$ cat src/rtl/bt_frame_tx_arbiter_pkg.sv
// Shared types and constants for the Bluetooth frame transmit arbiter.
package bt_frame_tx_arbiter_pkg;

  typedef enum logic [2:0] {
    StIdle = 3'd0,
    StHdr  = 3'd1,
    StType = 3'd2,
    StPay  = 3'd3,
    StSum  = 3'd4
  } state_e;

  localparam logic [7:0]  DefHeaderByte = 8'h55;
  localparam logic [7:0]  DefTypeBase   = 8'h50;
  localparam int unsigned GrantIdW      = 3;

  // Header + type + payload + checksum.
  function automatic int unsigned frame_bytes(input int unsigned payload_bytes);
    return payload_bytes + 3;
  endfunction

endpackage

$ cat src/rtl/bt_frame_tx_arbiter_if.sv
// Requester and request-FIFO handshake bundle for bt_frame_tx_arbiter.
interface bt_frame_tx_arbiter_if
  import bt_frame_tx_arbiter_pkg::*;
#(
  parameter int unsigned NUM_REQ       = 2,
  parameter int unsigned PAYLOAD_BYTES = 8
);

  logic [NUM_REQ*PAYLOAD_BYTES*8-1:0] req_data_i;
  logic [NUM_REQ-1:0]                 req_vld_i;
  logic [NUM_REQ-1:0]                 req_rdy_o;
  logic [7:0]                         fifo_data_o;
  logic                               fifo_data_o_vld;
  logic                               fifo_data_o_rdy;
  logic                               busy_o;
  logic [GrantIdW-1:0]                grant_id_o;
  logic [15:0]                        frame_cnt_o;

  // Arbiter side.
  modport master (
    input  req_data_i, req_vld_i, fifo_data_o_rdy,
    output req_rdy_o, fifo_data_o, fifo_data_o_vld, busy_o, grant_id_o, frame_cnt_o
  );

  // Requester / FIFO environment side.
  modport slave (
    output req_data_i, req_vld_i, fifo_data_o_rdy,
    input  req_rdy_o, fifo_data_o, fifo_data_o_vld, busy_o, grant_id_o, frame_cnt_o
  );

endinterface

$ cat src/rtl/bt_frame_tx_arbiter_rr.sv
// Combinational round-robin grant: first requester after ptr_i, wrapping.
module bt_frame_tx_arbiter_rr
  import bt_frame_tx_arbiter_pkg::*;
#(
  parameter int unsigned NUM_REQ = 2
) (
  input  logic [NUM_REQ-1:0]  vld_i,
  input  logic [GrantIdW-1:0] ptr_i,
  output logic [NUM_REQ-1:0]  gnt_oh_o,
  output logic [GrantIdW-1:0] gnt_idx_o,
  output logic                any_o
);

  localparam int unsigned IdxW = (NUM_REQ > 1) ? $clog2(NUM_REQ) : 1;

  logic [IdxW-1:0] idx;

  always_comb begin
    gnt_oh_o  = '0;
    gnt_idx_o = '0;
    any_o     = 1'b0;
    idx       = '0;
    for (int unsigned i = 1; i <= NUM_REQ; i++) begin
      idx = IdxW'((32'(ptr_i) + i) % NUM_REQ);
      if (!any_o && vld_i[idx]) begin
        gnt_oh_o[idx] = 1'b1;
        gnt_idx_o     = GrantIdW'(idx);
        any_o         = 1'b1;
      end
    end
  end

endmodule

$ cat src/rtl/bt_frame_tx_arbiter.sv
// Round-robin arbiter that latches one payload and serialises it as a framed byte stream
// (header, type, payload, checksum) into the Bluetooth request FIFO.
module bt_frame_tx_arbiter
  import bt_frame_tx_arbiter_pkg::*;
#(
  parameter int unsigned NUM_REQ       = 2,
  parameter int unsigned PAYLOAD_BYTES = 8,
  parameter logic [7:0]  HEADER_BYTE   = DefHeaderByte,
  parameter logic [7:0]  TYPE_BASE     = DefTypeBase
) (
  input logic                  clk,
  input logic                  rst,
  bt_frame_tx_arbiter_if.master bus
);

  localparam int unsigned    CntW    = (PAYLOAD_BYTES > 1) ? $clog2(PAYLOAD_BYTES) : 1;
  localparam logic [CntW-1:0] LastCnt = CntW'(PAYLOAD_BYTES - 1);

  state_e                          state_q, state_d;
  logic [GrantIdW-1:0]             ptr_q, ptr_d;
  logic [GrantIdW-1:0]             grant_q, grant_d;
  logic                            busy_q, busy_d;
  logic [PAYLOAD_BYTES-1:0][7:0]   payload_q, payload_d;
  logic [7:0]                      type_q, type_d;
  logic [7:0]                      sum_q, sum_d;
  logic [CntW-1:0]                 cnt_q, cnt_d;
  logic [15:0]                     frame_cnt_q, frame_cnt_d;

  logic [NUM_REQ-1:0]  gnt_oh;
  logic [GrantIdW-1:0] gnt_idx;
  logic                gnt_any;
  logic [7:0]          byte_out;
  logic                xfer;

  bt_frame_tx_arbiter_rr #(
    .NUM_REQ(NUM_REQ)
  ) u_rr (
    .vld_i    (bus.req_vld_i),
    .ptr_i    (ptr_q),
    .gnt_oh_o (gnt_oh),
    .gnt_idx_o(gnt_idx),
    .any_o    (gnt_any)
  );

  always_comb begin
    byte_out = '0;
    case (state_q)
      StHdr:   byte_out = HEADER_BYTE;
      StType:  byte_out = type_q;
      StPay:   byte_out = payload_q[cnt_q];
      StSum:   byte_out = sum_q;
      default: byte_out = '0;
    endcase
  end

  assign xfer                = bus.fifo_data_o_vld & bus.fifo_data_o_rdy;
  assign bus.fifo_data_o     = byte_out;
  assign bus.fifo_data_o_vld = (state_q != StIdle);
  // Gated by rst so the accept pulse drops in the same cycle reset is asserted.
  assign bus.req_rdy_o       = (state_q == StIdle && !rst) ? gnt_oh : '0;
  assign bus.busy_o          = busy_q;
  assign bus.grant_id_o      = grant_q;
  assign bus.frame_cnt_o     = frame_cnt_q;

  always_comb begin
    state_d     = state_q;
    ptr_d       = ptr_q;
    grant_d     = grant_q;
    busy_d      = busy_q;
    payload_d   = payload_q;
    type_d      = type_q;
    sum_d       = sum_q;
    cnt_d       = cnt_q;
    frame_cnt_d = frame_cnt_q;
    case (state_q)
      StIdle: begin
        if (gnt_any) begin
          for (int k = 0; k < int'(NUM_REQ); k++) begin
            if (gnt_oh[k]) payload_d = bus.req_data_i[k*PAYLOAD_BYTES*8 +: PAYLOAD_BYTES*8];
          end
          type_d  = TYPE_BASE + 8'(gnt_idx);
          ptr_d   = gnt_idx;
          grant_d = gnt_idx;
          busy_d  = 1'b1;
          sum_d   = '0;
          cnt_d   = '0;
          state_d = StHdr;
        end
      end
      StHdr: begin
        if (xfer) begin
          sum_d   = sum_q + byte_out;
          state_d = StType;
        end
      end
      StType: begin
        if (xfer) begin
          sum_d   = sum_q + byte_out;
          cnt_d   = '0;
          state_d = StPay;
        end
      end
      StPay: begin
        if (xfer) begin
          sum_d = sum_q + byte_out;
          if (cnt_q == LastCnt) state_d = StSum;
          else                  cnt_d   = cnt_q + 1'b1;
        end
      end
      StSum: begin
        if (xfer) begin
          frame_cnt_d = frame_cnt_q + 16'd1;
          busy_d      = 1'b0;
          state_d     = StIdle;
        end
      end
      default: state_d = StIdle;
    endcase
  end

  always_ff @(posedge clk or posedge rst) begin
    if (rst) begin
      state_q     <= StIdle;
      ptr_q       <= GrantIdW'(NUM_REQ - 1);
      grant_q     <= '0;
      busy_q      <= 1'b0;
      payload_q   <= '0;
      type_q      <= '0;
      sum_q       <= '0;
      cnt_q       <= '0;
      frame_cnt_q <= '0;
    end else begin
      state_q     <= state_d;
      ptr_q       <= ptr_d;
      grant_q     <= grant_d;
      busy_q      <= busy_d;
      payload_q   <= payload_d;
      type_q      <= type_d;
      sum_q       <= sum_d;
      cnt_q       <= cnt_d;
      frame_cnt_q <= frame_cnt_d;
    end
  end

endmodule

$ cat src/flat_wrapper.sv
// flat-port wrapper written by rule: the top's interface ports become plain ports
module bt_frame_tx_arbiter_flat import bt_frame_tx_arbiter_pkg::*;
#(
  parameter int unsigned NUM_REQ       = 2,
  parameter int unsigned PAYLOAD_BYTES = 8,
  parameter logic [7:0]  HEADER_BYTE   = DefHeaderByte,
  parameter logic [7:0]  TYPE_BASE     = DefTypeBase
)
  (clk, rst, bus_req_data_i, bus_req_vld_i, bus_fifo_data_o_rdy, bus_req_rdy_o, bus_fifo_data_o, bus_fifo_data_o_vld, bus_busy_o, bus_grant_id_o, bus_frame_cnt_o);
  bt_frame_tx_arbiter_if #(.NUM_REQ(NUM_REQ), .PAYLOAD_BYTES(PAYLOAD_BYTES)) bus_i ();
  input logic clk;
  input logic rst;
  input wire logic [$bits(bus_i.req_data_i)-1:0] bus_req_data_i;
  input wire logic [$bits(bus_i.req_vld_i)-1:0] bus_req_vld_i;
  input wire logic [$bits(bus_i.fifo_data_o_rdy)-1:0] bus_fifo_data_o_rdy;
  output wire logic [$bits(bus_i.req_rdy_o)-1:0] bus_req_rdy_o;
  output wire logic [$bits(bus_i.fifo_data_o)-1:0] bus_fifo_data_o;
  output wire logic [$bits(bus_i.fifo_data_o_vld)-1:0] bus_fifo_data_o_vld;
  output wire logic [$bits(bus_i.busy_o)-1:0] bus_busy_o;
  output wire logic [$bits(bus_i.grant_id_o)-1:0] bus_grant_id_o;
  output wire logic [$bits(bus_i.frame_cnt_o)-1:0] bus_frame_cnt_o;
  assign bus_i.req_data_i = bus_req_data_i;
  assign bus_i.req_vld_i = bus_req_vld_i;
  assign bus_i.fifo_data_o_rdy = bus_fifo_data_o_rdy;
  assign bus_req_rdy_o = bus_i.req_rdy_o;
  assign bus_fifo_data_o = bus_i.fifo_data_o;
  assign bus_fifo_data_o_vld = bus_i.fifo_data_o_vld;
  assign bus_busy_o = bus_i.busy_o;
  assign bus_grant_id_o = bus_i.grant_id_o;
  assign bus_frame_cnt_o = bus_i.frame_cnt_o;
  bt_frame_tx_arbiter #(.NUM_REQ(NUM_REQ), .PAYLOAD_BYTES(PAYLOAD_BYTES), .HEADER_BYTE(HEADER_BYTE), .TYPE_BASE(TYPE_BASE)) u_core (.clk(clk), .rst(rst), .bus(bus_i));
endmodule
$ cat config.mk
export PLATFORM = sky130hd
export DESIGN_NAME = bt_frame_tx_arbiter_flat
export DESIGN_NICKNAME = d
export VERILOG_FILES = /design/src/rtl/bt_frame_tx_arbiter_pkg.sv /design/src/rtl/bt_frame_tx_arbiter_if.sv /design/src/rtl/bt_frame_tx_arbiter_rr.sv /design/src/rtl/bt_frame_tx_arbiter.sv /design/src/flat_wrapper.sv
export SDC_FILE = /design/constraint.sdc
export NUM_CORES = 1
export LEC_CHECK = 0
export BUFFER_PORTS_ARGS = -buffer_cell sky130_fd_sc_hd__buf_2
export CAP_MARGIN = 10
export CORE_AREA = 4 4 107 109
export DETAILED_ROUTE_END_ITERATION = 10
export DIE_AREA = 0 0 111 113
export GPL_TIMING_DRIVEN = 0
export PLACE_DENSITY = 0.83
export SLEW_MARGIN = 40
export SYNTH_ARGS = -nofsm -noshare
export SYNTH_HDL_FRONTEND = slang
export SYNTH_SLANG_ARGS = --single-unit
$ cat constraint.sdc
create_clock -name clk -period 4.3 [get_ports clk]
set_input_delay 0.43 -clock clk [delete_from_list [all_inputs] [get_ports clk]]
set_output_delay 0.43 -clock clk [all_outputs]
set_load 0.02 [all_outputs]
==> Word level (Yosys, flattened, before mapping) <==
Index checks and enable logic that the tools add are counted.
{ "totals": {"inputBits": 133, "out_inout_bits": 31, "reg_bits": 105, "word_cells": 99} }
{ "op_classes": {"bitwise": 2, "n_eq_ne": 13, "reduce_logical": 20, "muxes": 37, "magnitude_cmp": 5, "n_addsub": 6} }
{ "ops": {"columns": ["cell", "count"], "rows": [
  ["$mux 64", 2],
  ["$pmux 8 s4", 1],
  ["$mux 3", 9],
  ["$bmux 8 s3", 1],
  ["$mux 8", 3],
  ["$add 16x1->16 const B", 1],
  ["$pmux 8 s2", 1],
  ["$pmux 3 s5", 1],
  ["$ne 2x1->1 const B", 7],
  ["$mux 1", 12],
  ["$pmux 3 s3", 1],
  ["$reduce_and 3->1", 3],
  ["$add 7x1->8 const A", 1],
  ["$add 8x8->8", 1],
  ["$eq 3x2->1 const B", 2],
  ["$eq 3x3->1 const B", 2],
  ["$mux 2", 3],
  ["$reduce_and 6->1", 1],
  ["$reduce_bool 2->1", 3],
  ["$reduce_bool 3->1", 2],
  ["$reduce_and 5->1", 1],
  ["$logic_and 1x1->1", 4],
  ["$lt 1x2->1 const B", 2],
  ["$lt 3x4->1 const B", 1],
  ["other kinds (13)", 18]
]} }

==> Depth between registers and ports, before layout <==
Gate-level depths: netlist of run 1.
{ "depth": {"ltp_word": 10, "mapped_depth": 14, "depth_no_buf": 12} }

==> Hierarchy <==
Synthesis of run 1 repeated with hierarchy kept, for this count alone.
{ "hier_totals": {"hier_cells": 517, "hier_area_um2": 5454.0} }
{ "by_module_without_submodules": {"columns": ["mod", "seq_area_each_um2", "instances", "area_per_inst_um2", "cells_per_inst"], "rows": [
  ["bt_frame_tx_arbiter", 2503.7, 1, 5402.7, 509],
  ["bt_frame_tx_arbiter_rr", 0.0, 1, 51.3, 8]
]} }

==> Worst setup path after synthesis of run 1 <==
Ideal clock, no wire load.
{ "synth_timing": {"kind": "register -> register", "start": "register u_core.cnt_q[0]", "end": "register u_core.sum_q[7]", "arrival_time_ns": 3.429, "stages_incl_launch_ff": 13, "setup_slack_ns": 0.742, "t_required_ns": 4.171, "period_less_slack_ns": 3.558, "setup_ns": 0.129, "n_path_buf": 2, "path_cell_list": "dfrtp_1 buf_2 buf_4 mux4_2 mux2i_1 o21ai_0 ha_1 a211oi_2 nor2_1 or4_4 a31oi_4 mux2i_1 o221ai_2"} }
{ "synth_via": {"elab_chain_cells": 6} }
{ "synth_lines": {"columns": ["item", "line", "source"], "rows": [
  ["start: declaration", "bt_frame_tx_arbiter.sv:26", "logic [CntW-1:0] cnt_q, cnt_d;"],
  ["start signal: assignment", "bt_frame_tx_arbiter.sv:140", "cnt_q <= cnt_d;"],
  ["$bmux 8 s3", "bt_frame_tx_arbiter.sv:50", "StPay: byte_out = payload_q[cnt_q];"],
  ["$mux 8 (implied by the code)", "bt_frame_tx_arbiter.sv:50", null],
  ["$pmux 8 s4", "bt_frame_tx_arbiter.sv:47", "case (state_q)"],
  ["net bus_fifo_data_o[1]", "flat_wrapper.sv:17", "output wire logic [$bits(bus_i.fifo_data_o)-1:0] bus_fifo_data_o;"],
  ["$add 8x8->8", "bt_frame_tx_arbiter.sv:92, bt_frame_tx_arbiter.sv:98, bt_frame_tx_arbiter.sv:105", null],
  ["$mux 8", "bt_frame_tx_arbiter.sv:91, bt_frame_tx_arbiter.sv:97, bt_frame_tx_arbiter.sv:104", null],
  ["$pmux 8 s2", "bt_frame_tx_arbiter.sv:75", "case (state_q)"],
  ["end signal: assignment", "bt_frame_tx_arbiter.sv:139", "sum_q <= sum_d;"],
  ["end: declaration", "bt_frame_tx_arbiter.sv:25", "logic [7:0] sum_q, sum_d;"]
]} }
The timed path passes the listed nets, and every way through them passes these cells. The select of a mux whose other input is x is not followed.
A chain may end at the register's enable or synchronous reset.

==> Final worst setup path of run 1 <==
{ "layout_timing": {"start": "register u_core.cnt_q[1]", "end": "register u_core.sum_q[7]"} }
{ "layout_via": {"elab_chain_cells": 6} }
{ "layout_lines": {"columns": ["item", "line"], "rows": [
  ["$bmux 8 s3", "bt_frame_tx_arbiter.sv:50"],
  ["$mux 8 (implied by the code)", "bt_frame_tx_arbiter.sv:50"],
  ["$pmux 8 s4", "bt_frame_tx_arbiter.sv:47"],
  ["$add 8x8->8", "bt_frame_tx_arbiter.sv:92, bt_frame_tx_arbiter.sv:98, bt_frame_tx_arbiter.sv:105"],
  ["$mux 8", "bt_frame_tx_arbiter.sv:91, bt_frame_tx_arbiter.sv:97, bt_frame_tx_arbiter.sv:104"],
  ["$pmux 8 s2", "bt_frame_tx_arbiter.sv:75"]
]} }
Every way passes these cells. The select of a mux whose other input is x is not followed.

==> results of run 1 <==
metal layers:
| layer | vias up | share of wire, % |
|---|---|---|
| met5 | - | 0.092 |
| met3 | 30 | 6.3 |
| li1 | 2148 | - |
| met2 | 158 | 52 |
| met4 | 2 | 2.6 |
| met1 | 2236 | 39 |
path summary, 6_finish.rpt:
path | from | end | cells after the start | slack [ns]
max | u_core.cnt_q[1] | u_core.sum_q[7] | 13 | 0.56
min | rst | u_core.payload_q[39] | 2 | 0.04
max reg2reg | u_core.cnt_q[1] | u_core.sum_q[7] | 13 | 0.56
min reg2reg | u_core.payload_q[18] | u_core.payload_q[18] | 2 | 0.48
max in group asynchronous | rst | u_core.ptr_q[0] | 3 | 3.60
min in group clk | bus_req_vld_i[0] | u_core.ptr_q[0] | 2 | 0.30
report_power, final:
part	switching (mW)	leakage, nW	total (mW)	internal (mW)
registers	0.235	1.22	1.52	1.28
logic	1.17	1.98	2.16	0.994
clock network	0.330	0.106	0.633	0.303
metrics by stage:
stage / util (%) / hold slack (ns) / power [mW] / setup WS, ns / TNS (ns)
6_report: 62.1 / 0.0420 / 4.31 / 0.558 / 0
5_1_grt: 62.1 / 0.0546 / 4.61 / 0.357 / 0
4_1_cts: 62.1 / 0.0396 / 4.32 / 0.576 / 0
3_5_place_dp: 60.1 / 0.452 / 3.68 / 0.590 / 0
3_3_place_gp: 59.8 / 0.453 / 3.56 / -0.0238 / -0.0238
2_1_floorplan: - / 0.435 / 3.08 / 0.742 / 0
state kept, by name, summed over array words and instances (netlist names):
register / flops
u_core.bus.busy_o: 1
u_core.bus.frame_cnt_o: 16
u_core.cnt_q: 3
u_core.payload_q: 64
u_core.ptr_q: 1
u_core.state_q: 3
u_core.sum_q: 8
u_core.type_q: 2
Yosys cell counts, types with 2 or more instances:
cell and instances:
a21o_1 4, a21oi_1 8, a22o_1 6, and3_1 2, buf_1 3, buf_2 14, buf_4 4, clkbuf_1 14
dfrtp_1 97, ha_1 10, inv_1 6, mux2_2 2, mux2i_1 74, mux4_2 16, nand2_1 84, nand2b_1 3
nand3_1 16, nor2_1 12, nor2_2 5, nor3_1 2, o21ai_0 70, o21ai_1 6, xnor2_1 12, xor2_1 8
worst max-delay path: cells and delay by family, from the launching register on:
| kind | cells | cell delay, ns |
|---|---|---|
| buffers and inverters | 2 | 0.79 |
| and+or+nand+nor | 3 | 0.62 |
| adders and majority gates | 1 | 0.37 |
| AOI/OAI and AO/OA | 4 | 0.73 |
| DFF | 1 | 0.36 |
| muxes | 3 | 0.78 |
logic make-up after synthesis:
kind of cell,after synthesis
and+or+nand+nor,136
AOI/OAI and AO/OA,107
DFF,98
muxes,92
buffers and inverters,42
xor gates and xnor gates,20
adders and majority gates,11
other,1
cell type report:
cell class / instances / area (um2) / area share [%]
well taps: 140 / 175 / 2.66
repair buffers: 162 / 833 / 12.6
plain buffers: 36 / 175 / 2.66
inverters: 6 / 27.5 / 0.418
clock inverters: 5 / 60.1 / 0.912
flip-flops and latches: 98 / 2450 / 37.2
multi-input cells: 368 / 2710 / 41.2
clock buffers: 11 / 151 / 2.30
==> qor.yml, run 1 <==
route:
  drtIter0Drc: 320
  via_per_inst: 5.54
  drc: 0
  wl_um: 14100
  dr.pass1.iters: 5
  final_antenna_net_count: 0
  route.detailed.wl_per_inst_um: 17.0
  vias: 4574
global_routing:
  top_usage_layer: "met2"
  overflow: 0
  met2_usage_pct: 39.3
  grt_pass1_vias: 4679
  grt_pass1_wl_um: 22400
  track_usage_pct: 22.4
  use_met3_pct: 4.87
  antenna_found_initial: 1
  grt_use_met1_pct: 26.6
  grt_max_degree: 64
logic_synthesis:
  ys_top_cells_by_area: "dfrtp_1 45%, mux2i_1 14%, mux4_2 6.7%"
  synthesis.area_um2: 5360
  ys_seq_elements: 98
  synth_xor_area_share_pct: 3.27
  synth_simple_gate_area_share_pct: 11.7
  ys_seq_area_share_pct: 45.8
  muxShareOfSynthArea_pct: 21.0
  synth_largest_area_cell: "dfrtp_1"
  yosysWarningCount: 0
  yosysTopAreaCellShare_pct: 45.3
  synth_compound_area_share_pct: 11.8
  avgSynthCellArea_um2: 10.6
  synth_fa_ha_area_share_pct: 2.71
  synthCells: 507
  synth_cell_types: 53
  synth-edff-count: 0
  async_flop_share_pct: 100
  synth_top_family_by_area: "multiplexers"
  synth_ff_type: "dfrtp_1"
sta:
  fmax_mhz: 267
  finalHoldViolations: 0
  grt_setup_unrepaired: "false"
  min_period_ns: 3.74
  finalCritPeriodShare_pct: 87.0
  setup_viol: 0
  drv_slew: 0
  slew_headroom_pct: 58.4
  fin_skew_ns: 0.0160
  tightest_slew_ns: 0.624
placed_design:
  portBuffers: 161
  dp.cells: 810
  gp_congestion: 0.876
  dpl_cell_area_um2: 6380
  dpl.hpwl_um: 11000
cts:
  clkSlewWorstSetupHoldPaths_ns: 0.10
  clk_latency_ns: 0.38
  clock_sinks: 98
  htreeDepth: 3
  root_buffer: "clkbuf_8"
  hold_buffers: 0
  post_cts_buffers: 0
  cts_tree: "yes"
  cts_made_buffers: 9
  clockBufferDepth: 2
  ctsResizeCount: 0
floorplanning:
  die_area_um2: 12500
  start_util_pct: 50.6
  coreArea_um2: 10600
  die_x_um: 111
  die_h_um: 113
  ios: 164
  rows: 38
final_layout:
  areaGrowthSynthToFinish_pct: 22.9
  fillers: 853
  stdcell_area_um2: 6590
  most-common-layout-cells: "175 x buf_2, 97 x dfrtp_1, 84 x nand2_1"
  final_common_cell: "buf_2"
  fin_cells: 826
  antenna_cells: 0
  drive_above_1_share_pct: 33.7
  fin_nets: 825
setup_path:
  worstPathCellList: "clkbuf_1, buf_2, mux4_2, mux2i_1, nand2_1, a22o_1, ha_1, o21ai_1, nor2_1, or4_4, a31oi_4, mux2i_1, o221ai_2"
  crit_path_frequent_cell: "mux2i_1"
  crit_arrival_ns: 4.01
  critPathMaxStageDelay_ns: 0.44
  start_kind: "register"
  critPathSlowestCell: "or4_4"
  critPathRequiredTime_ns: 4.56
  worst-setup-path-type: "register to register"
  cp_max_fo: 10
  critPathCaptureType: "register"
run:
  cap_violations: 0
power_and_ir_drop:
  p_leak_nw: 3.31
  power_density_nw_per_um2: 655
  ir_drop_mv: 0.266
hold_path:
  hp-class: "input port to asynchronous set/reset pin"
run_status:
  status: "finished, final reports clean"
(Power assumes the default switching activity.)
==> run 2: changes to the inputs <==
- CTS_BUF_LIST: unset -> sky130_fd_sc_hd__clkbuf_16
==> run 2 against run 1 <==
Compared with the run above:
- die area unchanged
- via count up 0.46%
- wire length up 1.4%
- clock skew down 0.0077 ns
- sequential share of layout area down 0.45 points
- register-to-register slack about the same
- sequential cell count unchanged
- worst setup slack worse by 0.012 ns
- clock-buffer cell count down 2
- critical path type unchanged
- largest cell class unchanged
- highest routed layer unchanged
==> qor.yml, run 2 (synthesis results as in run 1) <==
placed_design:
  dpl.hpwl_um: 11000  # unchanged
  gp_congestion: 0.876  # unchanged
  dpl_cell_area_um2: 6380  # unchanged
  portBuffers: 161  # unchanged
  dp_slack_ns: 0.590  # unchanged
  dp.cells: 810  # unchanged
cts:
  clock_sinks: 98  # unchanged
  post_cts_buffers: 0  # unchanged
  cts_made_buffers: 9  # unchanged
  cts_tree: "yes"
  hold_buffers: 0  # unchanged
  clk_latency_ns: 0.34  # -0.04 ns
  ctsResizeCount: 0  # unchanged
  clockBufferDepth: 2  # unchanged
  root_buffer: "clkbuf_16"
  clkSlewWorstSetupHoldPaths_ns: 0.07  # -0.03 ns
  htreeDepth: 3  # unchanged
floorplanning:
  die_area_um2: 12500  # unchanged
  ios: 164  # unchanged
  start_util_pct: 50.6  # unchanged
  die_h_um: 113  # unchanged
  coreArea_um2: 10600  # unchanged
  die_x_um: 111  # unchanged
  rows: 38  # unchanged
run_status:
  status: "finished, final reports clean"
route:
  final_antenna_net_count: 0  # unchanged
  via_per_inst: 5.56  # +0.46%
  vias: 4595  # +0.46%
  route.detailed.wl_per_inst_um: 17.3  # +1.4%
  drc: 0  # unchanged
  drtIter0Drc: 243  # -24%
  dr.pass1.iters: 4  # -1
  wl_um: 14300  # +1.4%
power_and_ir_drop:
  p_total_mw: 4.51  # +4.5%
  clkPwrFrac_pct: 17.8  # +3.1 points
  p_leak_nw: 3.34  # +1.1%
  netSwitchingPower_mw: 1.78  # +2.6%
  pwr-share-seq_pct: 33.8  # -1.4 points
  ir_drop_mv: 0.275  # +3.3%
  p_int_mw: 2.73  # +5.8%
  swShare_pct: 39.5  # -0.73 points
  combPwrFrac_pct: 48.3  # -1.8 points
  power_density_nw_per_um2: 676  # +3.2%
final_layout:
  drive_above_1_share_pct: 33.4  # -0.29 points
  fin_cells: 826  # unchanged
  largest-register: "u_core.payload_q"
  utilization_pct: 62.9  # +0.77 points
  areaGrowthSynthToFinish_pct: 24.4
  antenna_cells: 0  # unchanged
  stdcell_area_um2: 6670  # +1.2%
  largest_reg_flops: 64  # unchanged
  final_common_cell: "buf_2"
  fin_nets: 825  # unchanged
  most-common-layout-cells: "175 x buf_2, 97 x dfrtp_1, 84 x nand2_1"
  fillers: 852  # -0.12%
setup_path:
  cp_max_fo: 10  # unchanged
  critPathMaxStageDelay_ns: 0.44  # about the same
  crit_path_frequent_cell: "mux2i_1"
  crit_arrival_ns: 3.98  # -0.03 ns
  worst-setup-path-type: "register to register"
  worstPathCellList: "clkbuf_1, buf_2, mux4_2, mux2i_1, nand2_1, a22o_1, ha_1, o21ai_1, nor2_1, or4_4, a31oi_4, mux2i_1, o221ai_2"
  critPathCaptureType: "register"
  critPathSlowestCell: "or4_4"
  start_kind: "register"
  critPathRequiredTime_ns: 4.53  # -0.03 ns
global_routing:
  top_usage_layer: "met2"
  grt_max_degree: 64  # unchanged
  grt_pass1_wl_um: 22700  # +1.4%
  antenna_found_initial: 1  # unchanged
  grt_use_met1_pct: 27.1  # +0.53 points
  met2_usage_pct: 40.3  # +0.93 points
  overflow: 0  # unchanged
  grt_pass1_vias: 4739  # +1.3%
  use_met3_pct: 4.33  # -0.53 points
  track_usage_pct: 22.6  # +0.15 points
sta:
  holdWs_ns: 0.0755  # +0.0334 ns
  fin_setup_tns_ns: 0  # unchanged
  min_period_ns: 3.75  # +0.0122 ns
  drv_slew: 0  # unchanged
  slew_headroom_pct: 55.6  # -2.8 points
  setup_viol: 0  # unchanged
  tightest_slew_ns: 0.666  # +0.0421 ns
  finalCritPeriodShare_pct: 87.3  # +0.28 points
  grt_setup_unrepaired: "false"
  fin_skew_ns: 0.00828  # -0.00774 ns
  finalHoldViolations: 0  # unchanged
  worst_slack_ns: 0.546  # -0.0122 ns
  fmax_mhz: 266  # -0.33%
run:
  cap_violations: 0  # unchanged
hold_path:
  hp-class: "input port to asynchronous set/reset pin"
run 2: cell count changes in the layout (fill, tap and decap cells not counted), sizes merged:
cell    change
clkbuf      -2
clkinv      +2
run 2: final cells by class:
cell class / count / area (um2) / area share (%)
Inverter: 6 / 27.5 / 0.413
Multi-Input combinational cell: 368 / 2710 / 40.7
Sequential cell: 98 / 2450 / 36.8
Clock buffer: 9 / 225 / 3.38
Timing Repair Buffer: 162 / 833 / 12.5
Clock inverter: 7 / 67.6 / 1.01
Tap cell: 140 / 175 / 2.63
Buffer: 36 / 175 / 2.63
run 2: path summary, 6_finish.rpt:
check	start	end	slack [ns]	depth (start not counted)
max in group asynchronous	rst	u_core.ptr_q[0]	3.58	3
hold / removal	rst	u_core.payload_q[39]	0.08	2
min in group clk	bus_req_vld_i[0]	u_core.ptr_q[0]	0.32	2
hold reg to reg	u_core.type_q[4]	u_core.type_q[4]	0.48	1
setup / recovery	u_core.cnt_q[1]	u_core.sum_q[7]	0.55	13
setup reg to reg	u_core.cnt_q[1]	u_core.sum_q[7]	0.55	13
run 2: power by group through the flow:
stage	clock network [mW]	logic [mW]	registers [mW]
after global routing	0.839	2.40	1.56
after floorplan	0	1.64	1.45
final	0.804	2.18	1.53
after detailed placement	0	2.16	1.52
after CTS	0.804	2.19	1.52
after global placement	0	2.06	1.50
run 2: critical path, delay by kind of cell (launching register included):
family	cells	cell delay, ns
muxes	3	0.78
buffers and inverters	2	0.80
and+or+nand+nor	3	0.62
DFF	1	0.35
AOI/OAI and AO/OA	4	0.73
adders and majority gates	1	0.37
run 2: metal layers:
metal | part of all wire [%] | wire length, um | vias to the layer above
li1 | - | - | 2148
met1 | 39 | 5590 | 2228
met2 | 52 | 7390 | 184
met3 | 6.0 | 861 | 33
met4 | 2.8 | 402 | 2
met5 | 0.13 | 19 | -
==> run 3: changes to the inputs <==
- PLACE_DENSITY: 0.83 -> unset
- PLACE_DENSITY_LB_ADDON: unset -> 0.1
==> run 3 against run 2 <==
Compared with the run above:
- combinational power fell by 2%
- non-clock buffer count did not move
- register-to-register slack got worse by 0.03 ns
- final area rose by 0.13%
- clock power rose by 3.0%
- global-route usage fell by 1.1 points
- via count fell by 4.8%
- clock-buffer cell count did not move
- sequential cell count did not move
- wire length fell by 6.9%
- clock skew fell by 0.0017 ns
- worst setup slack got worse by 0.032 ns
- largest cell class unchanged
- largest power group unchanged
==> qor.yml, run 3 (synthesis results as in run 1) <==
global_routing:
  antenna_found_initial: 0  # -1
  track_usage_pct: 21.5  # -1.1 points
  overflow: 0  # unchanged
  grt_max_degree: 57  # -11%
  grt_pass1_wl_um: 21500  # -5.1%
  grt_pass1_vias: 4565  # -3.7%
sta:
  finalCritPeriodShare_pct: 88.0  # +0.74 points
  fmax_mhz: 264  # -0.84%
  grt_setup_unrepaired: "false"
  min_period_ns: 3.79  # +0.0320 ns
  finalHoldViolations: 0  # unchanged
  holdWs_ns: 0.0747  # -0.000765 ns
  drv_slew: 0  # unchanged
  setup_viol: 0  # unchanged
  slew_headroom_pct: 57.2  # +1.6 points
  fin_skew_ns: 0.00653  # -0.00175 ns
  tightest_slew_ns: 0.642  # -0.0242 ns
cts:
  htreeDepth: 3  # unchanged
  clockBufferDepth: 2  # unchanged
  cts_made_buffers: 9  # unchanged
  post_cts_buffers: 0  # unchanged
  cts_tree: "yes"
  root_buffer: "clkbuf_16"
  clkSlewWorstSetupHoldPaths_ns: 0.07  # about the same
  hold_buffers: 0  # unchanged
  clk_latency_ns: 0.34  # about the same
  clock_sinks: 98  # unchanged
  ctsResizeCount: 0  # unchanged
floorplanning:
  die_area_um2: 12500  # unchanged
  start_util_pct: 50.6  # unchanged
  die_h_um: 113  # unchanged
  rows: 38  # unchanged
  coreArea_um2: 10600  # unchanged
  die_x_um: 111  # unchanged
  ios: 164  # unchanged
final_layout:
  largest_reg_flops: 64  # unchanged
  areaGrowthSynthToFinish_pct: 24.6
  largest-register: "u_core.payload_q"
  drive_above_1_share_pct: 33.6  # +0.19 points
  fin_nets: 825  # unchanged
  final_common_cell: "buf_2"
  antenna_cells: 0  # unchanged
  most-common-layout-cells: "175 x buf_2, 97 x dfrtp_1, 84 x nand2_1"
  utilization_pct: 63.0  # +0.083 points
  fillers: 914  # +7.3%
setup_path:
  reg2reg_depth: 13  # unchanged
  r2r-start: "u_core.cnt_q[1]"
  critPathCaptureType: "register"
  worst-setup-path-type: "register to register"
  r2r_end: "u_core.sum_q[7]"
  start_kind: "register"
  rrSetupSlack_ns: 0.51  # -0.03 ns
  crit_arrival_ns: 4.01  # +0.03 ns
  critPathRequiredTime_ns: 4.52  # about the same
  cp_max_fo: 10  # unchanged
route:
  route.detailed.wl_per_inst_um: 16.1  # -6.8%
  wl_um: 13300  # -6.9%
  via_per_inst: 5.30  # -4.7%
  final_antenna_net_count: 0  # unchanged
  dr.pass1.iters: 5  # +1
  drc: 0  # unchanged
  vias: 4373  # -4.8%
  drtIter0Drc: 212  # -13%
power_and_ir_drop:
  ir_drop_mv: 0.595  # +120%
  p_leak_nw: 3.35  # about the same
  p_total_mw: 4.47  # -0.80%
  power_density_nw_per_um2: 670  # -0.93%
run:
  cap_violations: 0  # unchanged
run_status:
  status: "finished, final reports clean"
placed_design:
  portBuffers: 161  # unchanged
  gp_congestion: 0.858  # -2.1%
  dpl.hpwl_um: 10300  # -6.4%
hold_path:
  hp-class: "input port to asynchronous set/reset pin"
-- run 3: final cells by class --
cell class / instances / area, um2 / share of cell area [%]
Sequential cell: 98 / 2450 / 36.7
Clock buffer: 9 / 225 / 3.37
Timing Repair Buffer: 162 / 833 / 12.5
Inverter: 6 / 30.0 / 0.450
Multi-Input combinational cell: 368 / 2710 / 40.6
Buffer: 36 / 175 / 2.62
Clock inverter: 6 / 73.8 / 1.11
Tap cell: 140 / 175 / 2.62
-- run 3: power breakdown --
part	switching, mW	total [mW]	internal (mW)
logic	1.14	2.13	0.992
clock network	0.372	0.828	0.456
registers	0.227	1.51	1.28
-- run 3: how the worst max path moves through the flow --
stage	slack [ns]	startpoint	depth (start not counted)	end
after floorplan	0.74	u_core.cnt_q[0]	12	u_core.sum_q[7]
after global routing	0.28	u_core.cnt_q[1]	13	u_core.sum_q[7]
final	0.51	u_core.cnt_q[1]	13	u_core.sum_q[7]
after detailed placement	0.54	u_core.cnt_q[1]	13	u_core.sum_q[7]
after global placement	-0.15	rst	4	bus_req_rdy_o[1]
after CTS	0.54	u_core.cnt_q[0]	13	u_core.sum_q[7]
-- run 3: layer usage --
layer	up-vias	GRT usage, %	part of all wire (%)
met5	-	0	0
met3	14	3.58	5.2
met1	2096	27.5	43
met2	120	37.5	50
met4	0	6.73	1.7
li1	2143	-	-
-- run 3: critical path, cell delays in order, from the launching register on --
cell and delay [ns]:
dfrtp_1 0.34, clkbuf_1 0.43, buf_2 0.37, mux4_2 0.37
mux2i_1 0.20, nand2_1 0.08, a22o_1 0.25, ha_1 0.36
o21ai_1 0.13, nor2_1 0.08, or4_4 0.43, a31oi_4 0.22
mux2i_1 0.27, o221ai_2 0.11
-- run 3: metrics by stage --
stage | TNS [ns] | worst slack [ns] | instances | area, um2
floorplan | 0 | 0.742 | 508 | 5360
global placement | -0.148 | -0.148 | 809 | 6340
detailed placement | 0 | 0.540 | 810 | 6380
CTS | 0 | 0.541 | 825 | 6680
global route | 0 | 0.279 | 825 | 6680
finish | 0 | 0.514 | 825 | 6680
